File: src/rtl/hex_display_scheduler.sv
`default_nettype none
// ============================================================================
// Module   : hex_display_scheduler
// Brief    : Time-shares the 16-digit hex display among debug sources.
// Revision : 1.0 - initial release
// ============================================================================
module hex_display_scheduler #(
  parameter int          N_SRC        = 4,
  parameter int          IDXW         = 2,
  parameter int          DWELL        = 27000000,
  parameter int          ALERT_HOLD   = 54000000,
  parameter logic [63:0] IDLE_PATTERN = 64'h0
) (
  input  logic                  clock_27mhz,
  input  logic                  reset_b,
  input  logic [N_SRC-1:0]      src_valid,
  input  logic [64*N_SRC-1:0]   src_data,
  input  logic [N_SRC-1:0]      alert,
  input  logic                  auto_mode,
  input  logic                  next_pulse,
  output logic [63:0]           disp_data,
  output logic [IDXW-1:0]       disp_src,
  output logic                  disp_active,
  output logic                  alert_active,
  output logic                  switch_strobe
);

  localparam logic [1:0]  c_st_idle   = 2'd0;
  localparam logic [1:0]  c_st_show   = 2'd1;
  localparam logic [1:0]  c_st_alert  = 2'd2;
  localparam logic [31:0] c_dwell_last = 32'(DWELL - 1);
  localparam logic [31:0] c_hold_last  = 32'(ALERT_HOLD - 1);

  logic [1:0]       r_state;
  logic [IDXW-1:0]  r_cur;
  logic [IDXW-1:0]  r_saved;
  logic [31:0]      r_dwell;
  logic [31:0]      r_hold;
  logic [N_SRC-1:0] r_pending;
  logic [63:0]      r_disp_data;
  logic             r_strobe;

  logic [1:0]       w_state_nx;
  logic [IDXW-1:0]  w_cur_nx;
  logic [IDXW-1:0]  w_saved_nx;
  logic [31:0]      w_dwell_nx;
  logic [31:0]      w_hold_nx;
  logic [N_SRC-1:0] w_pend_nx;
  logic             w_strobe_nx;

  logic [63:0]      w_src_word [N_SRC];
  logic [N_SRC-1:0] w_cur_onehot;
  logic [N_SRC-1:0] w_low_onehot;
  logic [N_SRC-1:0] w_alert_new;
  logic [N_SRC-1:0] w_pend_eff;
  logic             w_restart;
  logic             w_pend_any;
  logic [IDXW-1:0]  w_pend_low;
  logic             w_valid_any;
  logic [IDXW-1:0]  w_valid_low;
  logic             w_nxt_cur_ok;
  logic [IDXW-1:0]  w_nxt_cur;
  logic             w_nxt_sav_ok;
  logic [IDXW-1:0]  w_nxt_sav;

  // Returns {found, index} of the lowest set bit.
  function automatic logic [IDXW:0] f_lowest(input logic [N_SRC-1:0] v);
    logic [IDXW:0] r;
    r = '0;
    for (int i = N_SRC - 1; i >= 0; i--) begin
      if (v[IDXW'(i)]) r = {1'b1, IDXW'(i)};
    end
    return r;
  endfunction

  // Returns {found, index}: first valid index after x (wrapping), else x itself if valid.
  function automatic logic [IDXW:0] f_next(input logic [IDXW-1:0] x, input logic [N_SRC-1:0] v);
    logic [IDXW:0] r;
    int            j;
    r = '0;
    for (int k = N_SRC - 1; k >= 1; k--) begin
      j = (int'(x) + k) % N_SRC;
      if (v[IDXW'(j)]) r = {1'b1, IDXW'(j)};
    end
    if (!r[IDXW] && v[x]) r = {1'b1, x};
    return r;
  endfunction

  genvar gi;
  generate
    for (gi = 0; gi < N_SRC; gi++) begin : g_unpack
      assign w_src_word[gi] = src_data[64*gi +: 64];
    end
  endgenerate

  // A repeat alert for the page already on screen only restarts its hold timer.
  assign w_cur_onehot = N_SRC'(1) << r_cur;
  assign w_restart    = (r_state == c_st_alert) && alert[r_cur];
  assign w_alert_new  = alert & ~((r_state == c_st_alert) ? w_cur_onehot : '0);
  assign w_pend_eff   = r_pending | w_alert_new;

  assign {w_pend_any,   w_pend_low}  = f_lowest(w_pend_eff);
  assign {w_valid_any,  w_valid_low} = f_lowest(src_valid);
  assign {w_nxt_cur_ok, w_nxt_cur}   = f_next(r_cur, src_valid);
  assign {w_nxt_sav_ok, w_nxt_sav}   = f_next(r_saved, src_valid);
  assign w_low_onehot = N_SRC'(1) << w_pend_low;

  always_comb begin
    w_state_nx  = r_state;
    w_cur_nx    = r_cur;
    w_saved_nx  = r_saved;
    w_dwell_nx  = r_dwell;
    w_hold_nx   = r_hold;
    w_pend_nx   = w_pend_eff;
    w_strobe_nx = 1'b0;
    case (r_state)
      c_st_idle: begin
        if (w_pend_any) begin
          w_state_nx  = c_st_alert;
          w_saved_nx  = r_cur;
          w_cur_nx    = w_pend_low;
          w_hold_nx   = '0;
          w_pend_nx   = w_pend_eff & ~w_low_onehot;
          w_strobe_nx = 1'b1;
        end else if (w_valid_any) begin
          w_state_nx  = c_st_show;
          w_cur_nx    = w_valid_low;
          w_dwell_nx  = '0;
          w_strobe_nx = 1'b1;
        end
      end
      c_st_show: begin
        if (w_pend_any) begin
          w_state_nx  = c_st_alert;
          w_saved_nx  = r_cur;
          w_cur_nx    = w_pend_low;
          w_hold_nx   = '0;
          w_pend_nx   = w_pend_eff & ~w_low_onehot;
          w_strobe_nx = 1'b1;
        end else if (!src_valid[r_cur]) begin
          w_dwell_nx  = '0;
          w_strobe_nx = 1'b1;
          if (w_nxt_cur_ok) w_cur_nx   = w_nxt_cur;
          else              w_state_nx = c_st_idle;
        end else if (auto_mode) begin
          if (r_dwell == c_dwell_last || next_pulse) begin
            w_dwell_nx  = '0;
            w_cur_nx    = w_nxt_cur;
            w_strobe_nx = (w_nxt_cur != r_cur);
          end else begin
            w_dwell_nx = r_dwell + 32'd1;
          end
        end else begin
          // Manual mode pins dwell at zero, so a mode toggle always restarts it.
          w_dwell_nx = '0;
          if (next_pulse) begin
            w_cur_nx    = w_nxt_cur;
            w_strobe_nx = (w_nxt_cur != r_cur);
          end
        end
      end
      c_st_alert: begin
        if (w_restart) begin
          w_hold_nx = '0;
        end else if (r_hold == c_hold_last) begin
          w_hold_nx  = '0;
          w_dwell_nx = '0;
          if (w_pend_any) begin
            w_cur_nx    = w_pend_low;
            w_pend_nx   = w_pend_eff & ~w_low_onehot;
            w_strobe_nx = 1'b1;
          end else if (src_valid[r_saved]) begin
            w_state_nx  = c_st_show;
            w_cur_nx    = r_saved;
            w_strobe_nx = (r_saved != r_cur);
          end else if (w_nxt_sav_ok) begin
            w_state_nx  = c_st_show;
            w_cur_nx    = w_nxt_sav;
            w_strobe_nx = (w_nxt_sav != r_cur);
          end else begin
            w_state_nx  = c_st_idle;
            w_strobe_nx = 1'b1;
          end
        end else begin
          w_hold_nx = r_hold + 32'd1;
        end
      end
      default: begin
        w_state_nx = c_st_idle;
      end
    endcase
  end

  always_ff @(posedge clock_27mhz or negedge reset_b) begin
    if (!reset_b) begin
      r_state     <= c_st_idle;
      r_cur       <= '0;
      r_saved     <= '0;
      r_dwell     <= '0;
      r_hold      <= '0;
      r_pending   <= '0;
      r_disp_data <= IDLE_PATTERN;
      r_strobe    <= 1'b0;
    end else begin
      r_state     <= w_state_nx;
      r_cur       <= w_cur_nx;
      r_saved     <= w_saved_nx;
      r_dwell     <= w_dwell_nx;
      r_hold      <= w_hold_nx;
      r_pending   <= w_pend_nx;
      r_disp_data <= (r_state == c_st_idle) ? IDLE_PATTERN : w_src_word[r_cur];
      r_strobe    <= w_strobe_nx;
    end
  end

  assign disp_data     = r_disp_data;
  assign disp_src      = r_cur;
  assign disp_active   = (r_state != c_st_idle);
  assign alert_active  = (r_state == c_st_alert);
  assign switch_strobe = r_strobe;

endmodule
`default_nettype wire

File: config.mk
export PLATFORM = sky130hd
export DESIGN_NAME = hex_display_scheduler
export DESIGN_NICKNAME = d
export VERILOG_FILES = /design/src/rtl/hex_display_scheduler.sv
export SDC_FILE = /design/constraint.sdc
export NUM_CORES = 1
export LEC_CHECK = 0
export BUFFER_PORTS_ARGS = -buffer_cell sky130_fd_sc_hd__buf_2
export CAP_MARGIN = 20
export CORE_AREA = 2 2 132 134
export DETAILED_ROUTE_END_ITERATION = 12
export DIE_AREA = 0 0 134 136
export PLACE_DENSITY_LB_ADDON = 0.12
export SETUP_SLACK_MARGIN = 0.5
export SLEW_MARGIN = 5
export SYNTH_ARGS = -nofsm -noshare
export SYNTH_HDL_FRONTEND = slang
export SYNTH_SLANG_ARGS = --single-unit
File: constraint.sdc
create_clock -name clock_27mhz -period 2.4 [get_ports clock_27mhz]
set_input_delay 0.24 -clock clock_27mhz [delete_from_list [all_inputs] [get_ports clock_27mhz]]
set_output_delay 0.24 -clock clock_27mhz [all_outputs]
set_load 0.01 [all_outputs]
After elaboration in Yosys (flattened, before gate mapping)
Index checks and enable logic that the tools add are counted.

word-level totals
  flip-flop bits (word level) = 139
  bits in latches = 0
  bits in writable memories = 0
  ROM bits = 0
  input port bits = 268
  output and inout bits = 69
  logic and storage cells = 166
  memories = 0

cells by class
  $add $sub $neg = 8
  multiply operators = 0
  div/mod/pow operators = 0
  magnitude comparators = 9
  eq/ne operators = 21
  shift operators = 2
  muxes and demuxes = 96
  bitwise operators = 6
  reductions and logical operators = 16

operators with widths
  cell                     number
  $mux W32                 11
  $mux W64                 3
  $bmux W64 S2             1
  $pmux W32 S3             1
  $add A32 B1 Y32 const B  2
  $pmux W32 S2             1
  $mux W2                  21
  $mux W3                  12
  $eq A32 B25 Y1 const B   1
  $eq A32 B26 Y1 const B   1
  $mux W1                  29
  $lt A2 B4 Y1 const B     6
  $bmux W1 S2              9
  $mux W4                  4
  $pmux W2 S3              2
  $reduce_and A6 Y1        2
  $ne A2 B2 Y1 const B     5
  $ne A5 B5 Y1 const B     2
  $ne A3 B3 Y1 const B     3
  $add A2 B2 Y2 const B    4
  $and A4 B4 Y4            2
  $not A4 Y4               2
  $pmux W4 S2              1
  $reduce_and A8 Y1        1
  other kinds (21)         32

Depth between registers and ports, before layout
Gate-level depths: netlist (run 1).

  depth in word-level cells = 17
  depth in mapped cells = 8
  depth with buffers taken out = 6

Least setup slack after synthesis (run 1)
No wires, ideal clock.

  path kind = register to register
  start point = register r_hold[9]
  end point = register r_cur[0] (netlist: disp_src[0])
  library setup time = 0.125 ns
  arrival = 2.021 ns
  data required time = 2.275 ns
  setup slack = 0.254 ns
  stages on the path, launching flop included = 7
  buffers on the path = 1
  clock period less this slack = 2.146 ns
  cell sequence = dfrtp_1 -> buf_6 -> or4_4 -> nor4_2 -> nand4_2 -> o21ai_2 -> mux2_2

between the ends
  word-level cells in the longest chain between the ends = 3

ends and longest elaborated chain
  element                      line  RTL
  start, declared              38    logic [31:0] r_hold;
  start signal, assigned       209   r_hold <= w_hold_nx;
  $eq A32 B26 Y1               165   end else if (r_hold == c_hold_last) begin
  $ne A2 B1 Y1 (no line)       --
  $reduce_and A8 Y1 (no line)  --
  end signal, assigned         206   r_cur <= w_cur_nx;
  end, declared                35    logic [IDXW-1:0] r_cur;

Every way passes these cells.
A chain may end at the register's enable or synchronous reset.

Worst setup path after layout (run 1)
  start point = register r_hold[10]
  end point = register r_hold[8]

between the ends
  word-level cells in the longest chain between the ends = 4

ends and longest elaborated chain
  element         line  RTL
  $eq A32 B26 Y1  165
  $mux W32        165
  $mux W32        163   if (w_restart) begin
  $pmux W32 S2    116   case (r_state)

Every way passes these cells.

==> run summary, run 1 <==
Aggregate routed wire length: 15.4 mm
Power per cell area: 636 nW/um^2
Top library cells by usage in the layout, fill and taps aside: sky130_fd_sc_hd__buf_2 (198), sky130_fd_sc_hd__dfrtp_1 (100), sky130_fd_sc_hd__mux2i_1 (78)
Diode count: 0
Peak ir drop on the vdd network: 0.000314 V
End of the worst hold path: disp_data[43]
IO Port Bufs: 199
Post-DRT Antenna Nets: 0
Startpoint type of the worst setup path: register
Total routing resource utilization after global routing: 16.9%
Count of final max-slew check failures: 0
Core footprint: 16,900 um^2
EDFF count, synth: 0
Post-synthesis cell type count: 45
Final estimated routing congestion in global placement: 0.836
Max Fclk: 0.449 GHz
Final Critical Period: 2.23 ns
Req. time, crit path: 2.64 ns
Number of search-and-repair iterations in the first detailed-routing pass: 5
Max Root-Sink Buffers: 2
RR Endpoint: r_hold[8]
Tightest Pin Transition: 0.582 ns
Iteration-0 DRC count of the detailed router: 166
Reg2reg start: r_hold[10]
Layout Nets: 945
Total via count in the routed design: 4,356
Synthesis-stage register bit count: 101
Detailed-routed wire length on met3: 1.27 mm
Layout filler cell count: 1,647
Detailed-routed wire length on met2: 7.14 mm
CP Capture Type: register
Clock insertion delay at the later pin of the skew report: 0.35 ns
CP arrival: 2.47 ns
Fraction of final layout cells with drive strength greater than 1: 41.7%
Maximum fanout along the worst path: 3
FP Rows: 48
Remaining max-slew budget at the tightest pin: 60.9%
Setup repair after global routing missed its margin: yes
Met1 Wirelength: 6.82 mm
Synthesis-to-finish area growth: 44.6%
Standby leakage power: 3.28 nW
Most common library cell in the layout ignoring fill and taps: sky130_fd_sc_hd__buf_2
Vias in the first global route: 4,250
Die Height: 136 um
Status: complete, no violations
Top flip-flop cell by instance count after synthesis: sky130_fd_sc_hd__dfrtp_1
Vias per std cell: 4.81
Part of the Yosys area used for sequential elements: 53.1%
Final setup violation count: 0
Grt ovf: 0
DRC violation count after routing: 0
Number of hold-slack violations in the final timing report: 0
Crit Path Category: register to register
Startpoint of the tightest hold check path: src_data[43]
Per-instance average area after synthesis: 10.5 um^2
Ratio of final minimum period to clock period: 92.9%
Htree depth: 3
Hold slack final: 0.121 ns
Setup slack of the most critical reg-to-reg path: 0.17 ns
Class of the tightest hold or removal check: primary input to register
Die outline area: 18,200 um^2
Share of async-settable or async-resettable flops after synthesis: 100%
Top routing layer in use: met4
CTS clock-pin slew for the worst setup and hold paths: 0.07 ns
CTS tree: yes
Post-Synthesis Cells: 455
Synthesis Warnings: 0
TritonCTS Buffers: 9
DIE WIDTH: 134 um
Clock Sink Count: 101
Post-DP HPWL: 11.2 mm
Worst Clk Skew: 0.00847 ns
Wire length of the first global-routing pass: 23.4 mm
Pin count of the biggest net entering global routing: 68
IO Count: 337
Number of antenna violations at the first check in global routing: 1
Number of instances on the worst hold path: 3
Max-cap viol count: 0
Cell at the root of the clock tree: sky130_fd_sc_hd__clkbuf_16
Setup TNS: 0 ns
Worst R2R Path Depth: 7
Combined area of all synthesized cells: 4760 um^2
Routed length per placed instance: 17.0 um
Starting density of the core: 28.2%
==> flip-flops by register name (all words and copies together) (netlist names) <==
signal,cells
disp_data,64
r_hold,32
r_state,2
disp_src,1
r_pending,1
switch_strobe,1
==> metal layers <==
layer,up-vias,track usage (%)
met1,2107,22.7
li1,2071,-
met5,-,0
met4,0,5.85
met2,168,25.7
met3,10,5.29
==> timing repair <==
item,in CTS,in global routing
buffers inserted,5,5
gates cloned,1,2
pin swaps,11,9
hold endpoints to repair,26,0
endpoints found under the setup margin,33,33
hold buffers,1,0
resized for setup,28,18
==> metrics by stage <==
step                      cell area [um^2]  util [%]  worst slack [ns]  power (W)  std cells
final                                 6880      40.8             0.171    0.00438        906
after global routing                  6880      40.8             0.138    0.00462        906
after CTS                             6700      39.7             0.178    0.00443        899
after detailed placement              6200      36.7             0.184    0.00299        876
after global placement                6200      36.7             0.188    0.00298        876
after floorplan                       4780         -             0.327    0.00251        456
==> cell type report <==
class	count	area, um^2	area share (%)
clock buffers	11	233	3.38
clock inverters	5	48.8	0.709
inverters	7	26.3	0.382
multi-input cells	315	2260	32.9
flip-flops and latches	101	2530	36.8
well taps	225	282	4.09
repair buffers	242	1500	21.7
==> how the worst max path moves through the flow <==
stage / depth (start not counted) / from / to
after floorplan: 5 / r_hold[27] / disp_src[0]
final: 7 / r_hold[10] / r_hold[8]
after global placement: 6 / r_hold[27] / disp_src[0]
after global routing: 7 / r_hold[10] / r_hold[8]
after CTS: 6 / r_hold[26] / disp_src[0]
after detailed placement: 6 / r_hold[27] / disp_src[0]
==> logic make-up (layout without fill, tap and decap cells) <==
kind of cell,after synthesis,in the layout,share of synthesized area (%)
other,1,2,0.0788
DFF,101,101,53.1
muxes,79,79,16.6
buffers and inverters,40,265,3.73
AOI/OAI and AO/OA,48,48,6.79
adders and majority gates,1,1,0.263
and+or+nand+nor,184,184,19.2
xor gates and xnor gates,1,1,0.184
==> synthesized netlist by cell type, drive strengths merged, types with 2 or more instances <==
cell type / count / area share [%]
nand4: 25 / 3.4
a31oi: 19 / 2.5
a41oi: 2 / 0.37
nand3: 20 / 2.1
or4: 3 / 0.55
nor4: 5 / 0.92
nand2: 23 / 1.8
and3: 3 / 0.39
and2: 8 / 1.1
o21ai: 9 / 1.0
buf: 15 / 1.8
nor3: 6 / 0.63
nor2: 77 / 6.1
nand4b: 3 / 0.55
a21oi: 4 / 0.42
inv: 7 / 0.55
and4: 2 / 0.37
mux2i: 78 / 16
nand2b: 2 / 0.26
a31o: 2 / 0.37
nand3b: 4 / 0.63
o311ai: 3 / 0.55
a22o: 3 / 0.55
dfrtp: 101 / 53
clkbuf: 18 / 1.4
nor2b: 2 / 0.26
==> where the power goes <==
part	switching [W]	internal, W
Combinational	0.000575	0.000463
Clock	0.000686	0.000718
Sequential	0.0000529	0.00188
==> critical path, cell delays in order (launching register included) <==
cell and delay (ns):
sky130_fd_sc_hd__dfrtp_1 0.40, sky130_fd_sc_hd__or4_4 0.56, sky130_fd_sc_hd__nor4_4 0.32, sky130_fd_sc_hd__nand4_4 0.17, sky130_fd_sc_hd__buf_6 0.16, sky130_fd_sc_hd__buf_6 0.12, sky130_fd_sc_hd__a31o_4 0.20, sky130_fd_sc_hd__a22o_1 0.19
Power figures use the tool's default switching activity.
==> inputs of run 2 (changes only) <==
--- a/config.mk
+++ b/config.mk
@@ -11,7 +11,6 @@
 export DETAILED_ROUTE_END_ITERATION = 12
 export DIE_AREA = 0 0 134 136
 export PLACE_DENSITY_LB_ADDON = 0.12
-export SETUP_SLACK_MARGIN = 0.5
 export SLEW_MARGIN = 5
 export SYNTH_ARGS = -nofsm -noshare
 export SYNTH_HDL_FRONTEND = slang
==> run 2 against run 1 <==
Sequential power is essentially flat. Combinational power is essentially flat. Sequential share of layout area grew 2.4 points. Via count grew 0.69%. Cell area shrank 6.1%. Largest power group unchanged. Utilization shrank 2.5 points. First-iteration DRC count grew 63%.
==> run summary, run 2 (synthesized netlist as in run 1, its figures left out) <==
Status: complete, no violations (unchanged)
Top library cells by usage in the layout, fill and taps aside: sky130_fd_sc_hd__buf_2 (198), sky130_fd_sc_hd__dfrtp_1 (100), sky130_fd_sc_hd__mux2i_1 (78) (unchanged)
Setup repair after global routing missed its margin: no (was yes)
Fraction of final layout cells with drive strength greater than 1: 37.9% (was 41.7%)
Total cell area at the placement stage: 6130 um^2 (was 6200 um^2)
Crit Path Category: register to register (unchanged)
Ratio of final minimum period to clock period: 94.3% (was 92.9%)
DRC violation count after routing: 0 (unchanged)
Hold slack final: 0.118 ns (was 0.121 ns)
Core footprint: 16,900 um^2 (unchanged)
Iteration-0 DRC count of the detailed router: 271 (was 166)
Req. time, crit path: 2.64 ns (about the same)
Die outline area: 18,200 um^2 (unchanged)
Synthesis-to-finish area growth: 35.7% (was 44.6%)
Remaining max-slew budget at the tightest pin: 61.4% (was 60.9%)
Cell area after layout: 6460 um^2 (was 6880 um^2)
CP Capture Type: register (unchanged)
Max Root-Sink Buffers: 2 (unchanged)
CTS clock-pin slew for the worst setup and hold paths: 0.08 ns (was 0.07 ns)
Final Critical Period: 2.26 ns (was 2.23 ns)
Standby leakage power: 3.10 nW (was 3.28 nW)
FP Rows: 48 (unchanged)
Layout Nets: 929 (was 945)
Final estimated routing congestion in global placement: 0.823 (was 0.836)
Grt ovf: 0 (unchanged)
TritonCTS Buffers: 9 (unchanged)
Total routing resource utilization after global routing: 18.6% (was 16.9%)
Htree depth: 3 (unchanged)
CTS tree: yes (unchanged)
Number of search-and-repair iterations in the first detailed-routing pass: 4 (was 5)
Maximum fanout along the worst path: 10 (was 3)
Number of hold-slack violations in the final timing report: 0 (unchanged)
CP arrival: 2.50 ns (was 2.47 ns)
Clock Sink Count: 101 (unchanged)
Worst setup path startpoint: r_hold[29] (was r_hold[10])
Setup TNS: 0 ns (unchanged)
Setup ws final: 0.137 ns (was 0.171 ns)
Vias per std cell: 4.92 (was 4.81)
Post-DRT Antenna Nets: 0 (unchanged)
Vias in the first global route: 4,372 (was 4,250)
Startpoint type of the worst setup path: register (unchanged)
Utilization of the core after routing: 38.3% (was 40.8%)
Reg2reg start: r_hold[29] (was r_hold[10])
Post-Place Worst Slack: 0.116 ns (was 0.184 ns)
Max-cap viol count: 0 (unchanged)
Pin count of the biggest net entering global routing: 68 (unchanged)
Routed length per placed instance: 18.6 um (was 17.0 um)
Worst Clk Skew: 0.0141 ns (was 0.00847 ns)
Max Fclk: 0.442 GHz (was 0.449 GHz)
Die Height: 136 um (unchanged)
Wire length of the first global-routing pass: 25.3 mm (was 23.4 mm)
Count of final max-slew check failures: 0 (unchanged)
Total via count in the routed design: 4,386 (was 4,356)
Number of flip-flops under the largest register name: 64 (unchanged)
Post-DP HPWL: 12.6 mm (was 11.2 mm)
Number of antenna violations at the first check in global routing: 2 (was 1)
Cell at the root of the clock tree: sky130_fd_sc_hd__clkbuf_16 (unchanged)
Final setup violation count: 0 (unchanged)
Total setup buffers inserted after CTS: 0 (was 5)
Power per cell area: 694 nW/um^2 (was 636 nW/um^2)
Class of the tightest hold or removal check: primary input to register (unchanged)
DIE WIDTH: 134 um (unchanged)
Starting density of the core: 28.2% (unchanged)
Aggregate routed wire length: 16.5 mm (was 15.4 mm)
IO Port Bufs: 199 (unchanged)
Tightest Pin Transition: 0.574 ns (was 0.582 ns)
Peak ir drop on the vdd network: 0.000485 V (was 0.000314 V)
Clock insertion delay at the later pin of the skew report: 0.36 ns (was 0.35 ns)
Most common library cell in the layout ignoring fill and taps: sky130_fd_sc_hd__buf_2 (unchanged)
IO Count: 337 (unchanged)
Startpoint of the tightest hold check path: src_data[39] (was src_data[43])
==> run 2: routing by layer <==
| layer | wire length (um) | global-route usage [%] | vias up |
|---|---|---|---|
| met5 | 11 | 0 | - |
| met4 | 180 | 4.61 | 2 |
| met3 | 1710 | 6.30 | 13 |
| met2 | 6310 | 24.6 | 201 |
| met1 | 8330 | 28.5 | 2129 |
| li1 | - | - | 2041 |
==> run 2: where the power goes <==
group	switching (W)	total [W]	internal, W
Clock	0.000707	0.00153	0.000825
Combinational	0.000569	0.00101	0.000441
Sequential	0.0000565	0.00194	0.00188
==> run 2: final timing paths <==
check,to,slack (ns),cells past startpoint
min in group asynchronous,r_hold[8],0.37,2
worst min-delay path,disp_data[39],0.12,3
worst max-delay path,r_hold[20],0.14,6
max in group asynchronous,disp_data[17],1.36,3
worst min register to register,r_hold[31],0.48,1
worst max register to register,r_hold[20],0.14,6
==> run 2: final cells by class <==
| class | instances | area, um^2 |
|---|---|---|
| inverter | 7 | 26.3 |
| clock buffer | 9 | 225 |
| fill | 1709 | 10400 |
| multi-input combinational | 315 | 2070 |
| antenna | 1 | 2.50 |
| timing repair buffer | 226 | 1240 |
| sequential | 101 | 2530 |
| clock inverter | 7 | 80.1 |
| tap | 225 | 282 |
==> run 2: timing repair <==
item | CTS | global route
hold endpoints to repair | 26 | 0
setup endpoints to repair | 0 | 4
hold buffers | 1 | 0
gates resized for setup | 0 | 1
==> run 2: critical path, cell delays in order (launching register included) <==
cell and delay, ns:
sky130_fd_sc_hd__dfrtp_1 0.42, sky130_fd_sc_hd__or4_1 0.55, sky130_fd_sc_hd__nor4_2 0.29, sky130_fd_sc_hd__nand4_2 0.22
sky130_fd_sc_hd__buf_4 0.24, sky130_fd_sc_hd__and4_1 0.18, sky130_fd_sc_hd__a211o_1 0.26
==> run 2: through the flow <==
stage	power, W	instances
4_1_cts	0.00455	890
3_3_place_gp	0.00299	873
3_5_place_dp	0.00300	873
2_1_floorplan	0.00251	456
5_1_grt	0.00471	890
6_report	0.00448	891
==> inputs of run 3 (changes only) <==
--- a/config.mk
+++ b/config.mk
@@ -5,11 +5,11 @@
 export SDC_FILE = /design/constraint.sdc
 export NUM_CORES = 1
 export LEC_CHECK = 0
-export BUFFER_PORTS_ARGS = -buffer_cell sky130_fd_sc_hd__buf_2
 export CAP_MARGIN = 20
-export CORE_AREA = 2 2 132 134
+export CORE_AREA = 2 2 130 132
 export DETAILED_ROUTE_END_ITERATION = 12
-export DIE_AREA = 0 0 134 136
+export DIE_AREA = 0 0 132 134
+export DONT_BUFFER_PORTS = 1
 export PLACE_DENSITY_LB_ADDON = 0.12
 export SLEW_MARGIN = 5
 export SYNTH_ARGS = -nofsm -noshare
==> constraint.sdc (replaced) <==
create_clock -name clock_27mhz -period 2.4 [get_ports clock_27mhz]
set_input_delay 0.24 -clock clock_27mhz [delete_from_list [all_inputs] [get_ports clock_27mhz]]
set_output_delay 0.24 -clock clock_27mhz [all_outputs]
set_load 0.02 [all_outputs]
==> run 3 against run 2 <==
The flow now finishes with violations (negative hold slack). Clock power down 3%. Flip-flop and latch count unchanged. Global-route usage down 3.0 points. Critical path depth unchanged. Non-clock buffer count down 203. Hold slack worse by 0.54 ns. Utilization down 5.0 points. Largest cell class unchanged.
==> run summary, run 3 (synthesized netlist as in run 1, its figures left out) <==
CTS clock-pin slew for the worst setup and hold paths: 0.07 ns (was 0.08 ns)
Post-DRT Antenna Nets: 0 (unchanged)
Net switching component of the power: 0.00137 W (was 0.00133 W)
Total setup buffers inserted after CTS: 0 (unchanged)
Net switching share of the total power: 32.3% (was 29.7%)
Total routing resource utilization after global routing: 15.6% (was 18.6%)
Vias in the first global route: 3,583 (was 4,372)
TritonCTS Buffers: 9 (unchanged)
Max Fclk: 0.444 GHz (was 0.442 GHz)
Relative contribution of combinational cells to total power: 12.7% (was 22.5%)
Max Root-Sink Buffers: 2 (unchanged)
Die outline area: 17,700 um^2 (was 18,200 um^2)
Starting density of the core: 29.2% (was 28.2%)
Vias per std cell: 5.12 (was 4.92)
CP Capture Type: register (unchanged)
Grt ovf: 0 (unchanged)
Setup repair after global routing missed its margin: no (unchanged)
Number of flip-flops under the largest register name: 64 (unchanged)
Relative contribution of the clock network to total power: 35.0% (was 34.2%)
Max-cap viol count: 0 (unchanged)
Total cell area at the placement stage: 5090 um^2 (was 6130 um^2)
Routed length per placed instance: 19.9 um (was 18.6 um)
Clock insertion delay at the later pin of the skew report: 0.36 ns (about the same)
Startpoint type of the worst setup path: register (unchanged)
DRC violation count after routing: 0 (unchanged)
CP arrival: 2.49 ns (was 2.50 ns)
Number of search-and-repair iterations in the first detailed-routing pass: 5 (was 4)
Maximum fanout along the worst path: 11 (was 10)
Clock Sink Count: 101 (unchanged)
Ratio of final minimum period to clock period: 93.8% (was 94.3%)
Flop pwr share: 52.3% (was 43.3%)
Remaining max-slew budget at the tightest pin: 55.7% (was 61.4%)
Violations in the final reports: negative hold slack
Class of the tightest hold or removal check: primary input to async pin (was primary input to register)
Iteration-0 DRC count of the detailed router: 240 (was 271)
Final setup violation count: 0 (unchanged)
DIE WIDTH: 132 um (was 134 um)
Cell area after layout: 5410 um^2 (was 6460 um^2)
Layout Nets: 726 (was 929)
Final estimated routing congestion in global placement: 0.769 (was 0.823)
Die Height: 134 um (was 136 um)
Req. time, crit path: 2.64 ns (about the same)
Reg2reg start: r_hold[29] (unchanged)
Setup TNS: 0 ns (unchanged)
IO Port Bufs: 0 (was 199)
Standby leakage power: 2.28 nW (was 3.10 nW)
Synthesis-to-finish area growth: 13.7% (was 35.7%)
Htree depth: 3 (unchanged)
Number of antenna violations at the first check in global routing: 5 (was 2)
Final Critical Period: 2.25 ns (was 2.26 ns)
Most common library cell in the layout ignoring fill and taps: sky130_fd_sc_hd__dfrtp_1 (was sky130_fd_sc_hd__buf_2)
Aggregate routed wire length: 13.7 mm (was 16.5 mm)
CTS tree: yes (unchanged)
IO Count: 337 (unchanged)
Wire length of the first global-routing pass: 20.9 mm (was 25.3 mm)
Crit Path Category: register to register (unchanged)
Core footprint: 16,300 um^2 (was 16,900 um^2)
Power per cell area: 782 nW/um^2 (was 694 nW/um^2)
Fraction of final layout cells with drive strength greater than 1: 10.6% (was 37.9%)
Worst Clk Skew: 0.00513 ns (was 0.0141 ns)
Peak ir drop on the vdd network: 0.000385 V (was 0.000485 V)
Total via count in the routed design: 3,506 (was 4,386)
Status: complete, but fails checks (was complete, no violations)
Count of final max-slew check failures: 0 (unchanged)
Pin count of the biggest net entering global routing: 102 (was 68)
Worst R2R Path Depth: 6 (unchanged)
Worst setup path startpoint: r_hold[29] (unchanged)
Post-DP HPWL: 9.86 mm (was 12.6 mm)
Tightest Pin Transition: 0.659 ns (was 0.574 ns)
Internal portion of total power: 0.00286 W (was 0.00315 W)
Number of hold-slack violations in the final timing report: 101 (was 0)
Hold slack final: -0.424 ns (was 0.118 ns)
Top library cells by usage in the layout, fill and taps aside: sky130_fd_sc_hd__dfrtp_1 (100), sky130_fd_sc_hd__mux2i_1 (78), sky130_fd_sc_hd__nor2_1 (76) (was sky130_fd_sc_hd__buf_2 (198), sky130_fd_sc_hd__dfrtp_1 (100), sky130_fd_sc_hd__mux2i_1 (78))
Cell at the root of the clock tree: sky130_fd_sc_hd__clkbuf_16 (unchanged)
Setup slack of the most critical reg-to-reg path: 0.15 ns (was 0.14 ns)
RR Endpoint: r_hold[1] (was r_hold[20])
FP Rows: 47 (was 48)
==> run 3: changes by cell type in the layout (fill, tap and decap cells not counted), sizes merged <==
cell         delta
buf           -202
bufinv          -1
diode           +2
dlygate4sd3     -1
inv             +1
==> run 3: worst max-delay path, cell delays in order (launching register included) <==
cell and delay (ns):
sky130_fd_sc_hd__dfrtp_1 0.42, sky130_fd_sc_hd__or4_1 0.60, sky130_fd_sc_hd__nor4_4 0.29, sky130_fd_sc_hd__nand4_2 0.18
sky130_fd_sc_hd__buf_4 0.23, sky130_fd_sc_hd__and2_1 0.19, sky130_fd_sc_hd__a22o_1 0.24
==> run 3: how the worst max path moves through the flow <==
stage	endpoint	cells after the start
2_1_floorplan	disp_src[0]	6
4_1_cts	r_hold[1]	6
6_report	r_hold[1]	6
3_5_place_dp	r_hold[1]	6
3_3_place_gp	r_hold[1]	6
5_1_grt	r_hold[18]	8
==> run 3: area by class of cell <==
class	instances	area, um^2
Sequential cell	101	2530
Antenna cell	3	7.51
Multi-Input combinational cell	315	2070
Clock buffer	9	225
Fill cell	1657	10900
Clock inverter	7	75.1
Timing Repair Buffer	23	198
Inverter	7	26.3
Tap cell	220	275
==> run 3: metal layers <==
metal,GRT usage (%),wire length (um)
met5,0,37
met3,8.43,1580
met4,4.89,174
met1,19.5,5900
met2,23.0,5970
==> run 3: power by group through the flow <==
stage	registers, W	logic (W)	clock network (W)
floorplan	0.00220	0.000448	0
global placement	0.00226	0.000530	0
detailed placement	0.00225	0.000551	0
CTS	0.00222	0.000547	0.00153
global route	0.00223	0.000599	0.00161
finish	0.00221	0.000538	0.00148
==> run 3: repair_timing <==
item / in CTS / in global routing
resized for setup: 0 / 1
setup endpoints to repair: 0 / 5
hold endpoints to repair: 101 / 101
==> run 3: per-stage QoR <==
stage | hold WS (ns) | std cells | power [W] | worst slack (ns) | utilization, %
finish | -0.424 | 685 | 0.00423 | 0.149 | 33.2
global route | -0.443 | 682 | 0.00444 | 0.0232 | 33.2
CTS | -0.434 | 682 | 0.00430 | 0.108 | 33.1
detailed placement | -0.0492 | 666 | 0.00280 | 0.115 | 31.3
global placement | -0.0502 | 666 | 0.00279 | 0.105 | 31.3
floorplan | -0.0556 | 456 | 0.00265 | 0.254 | -
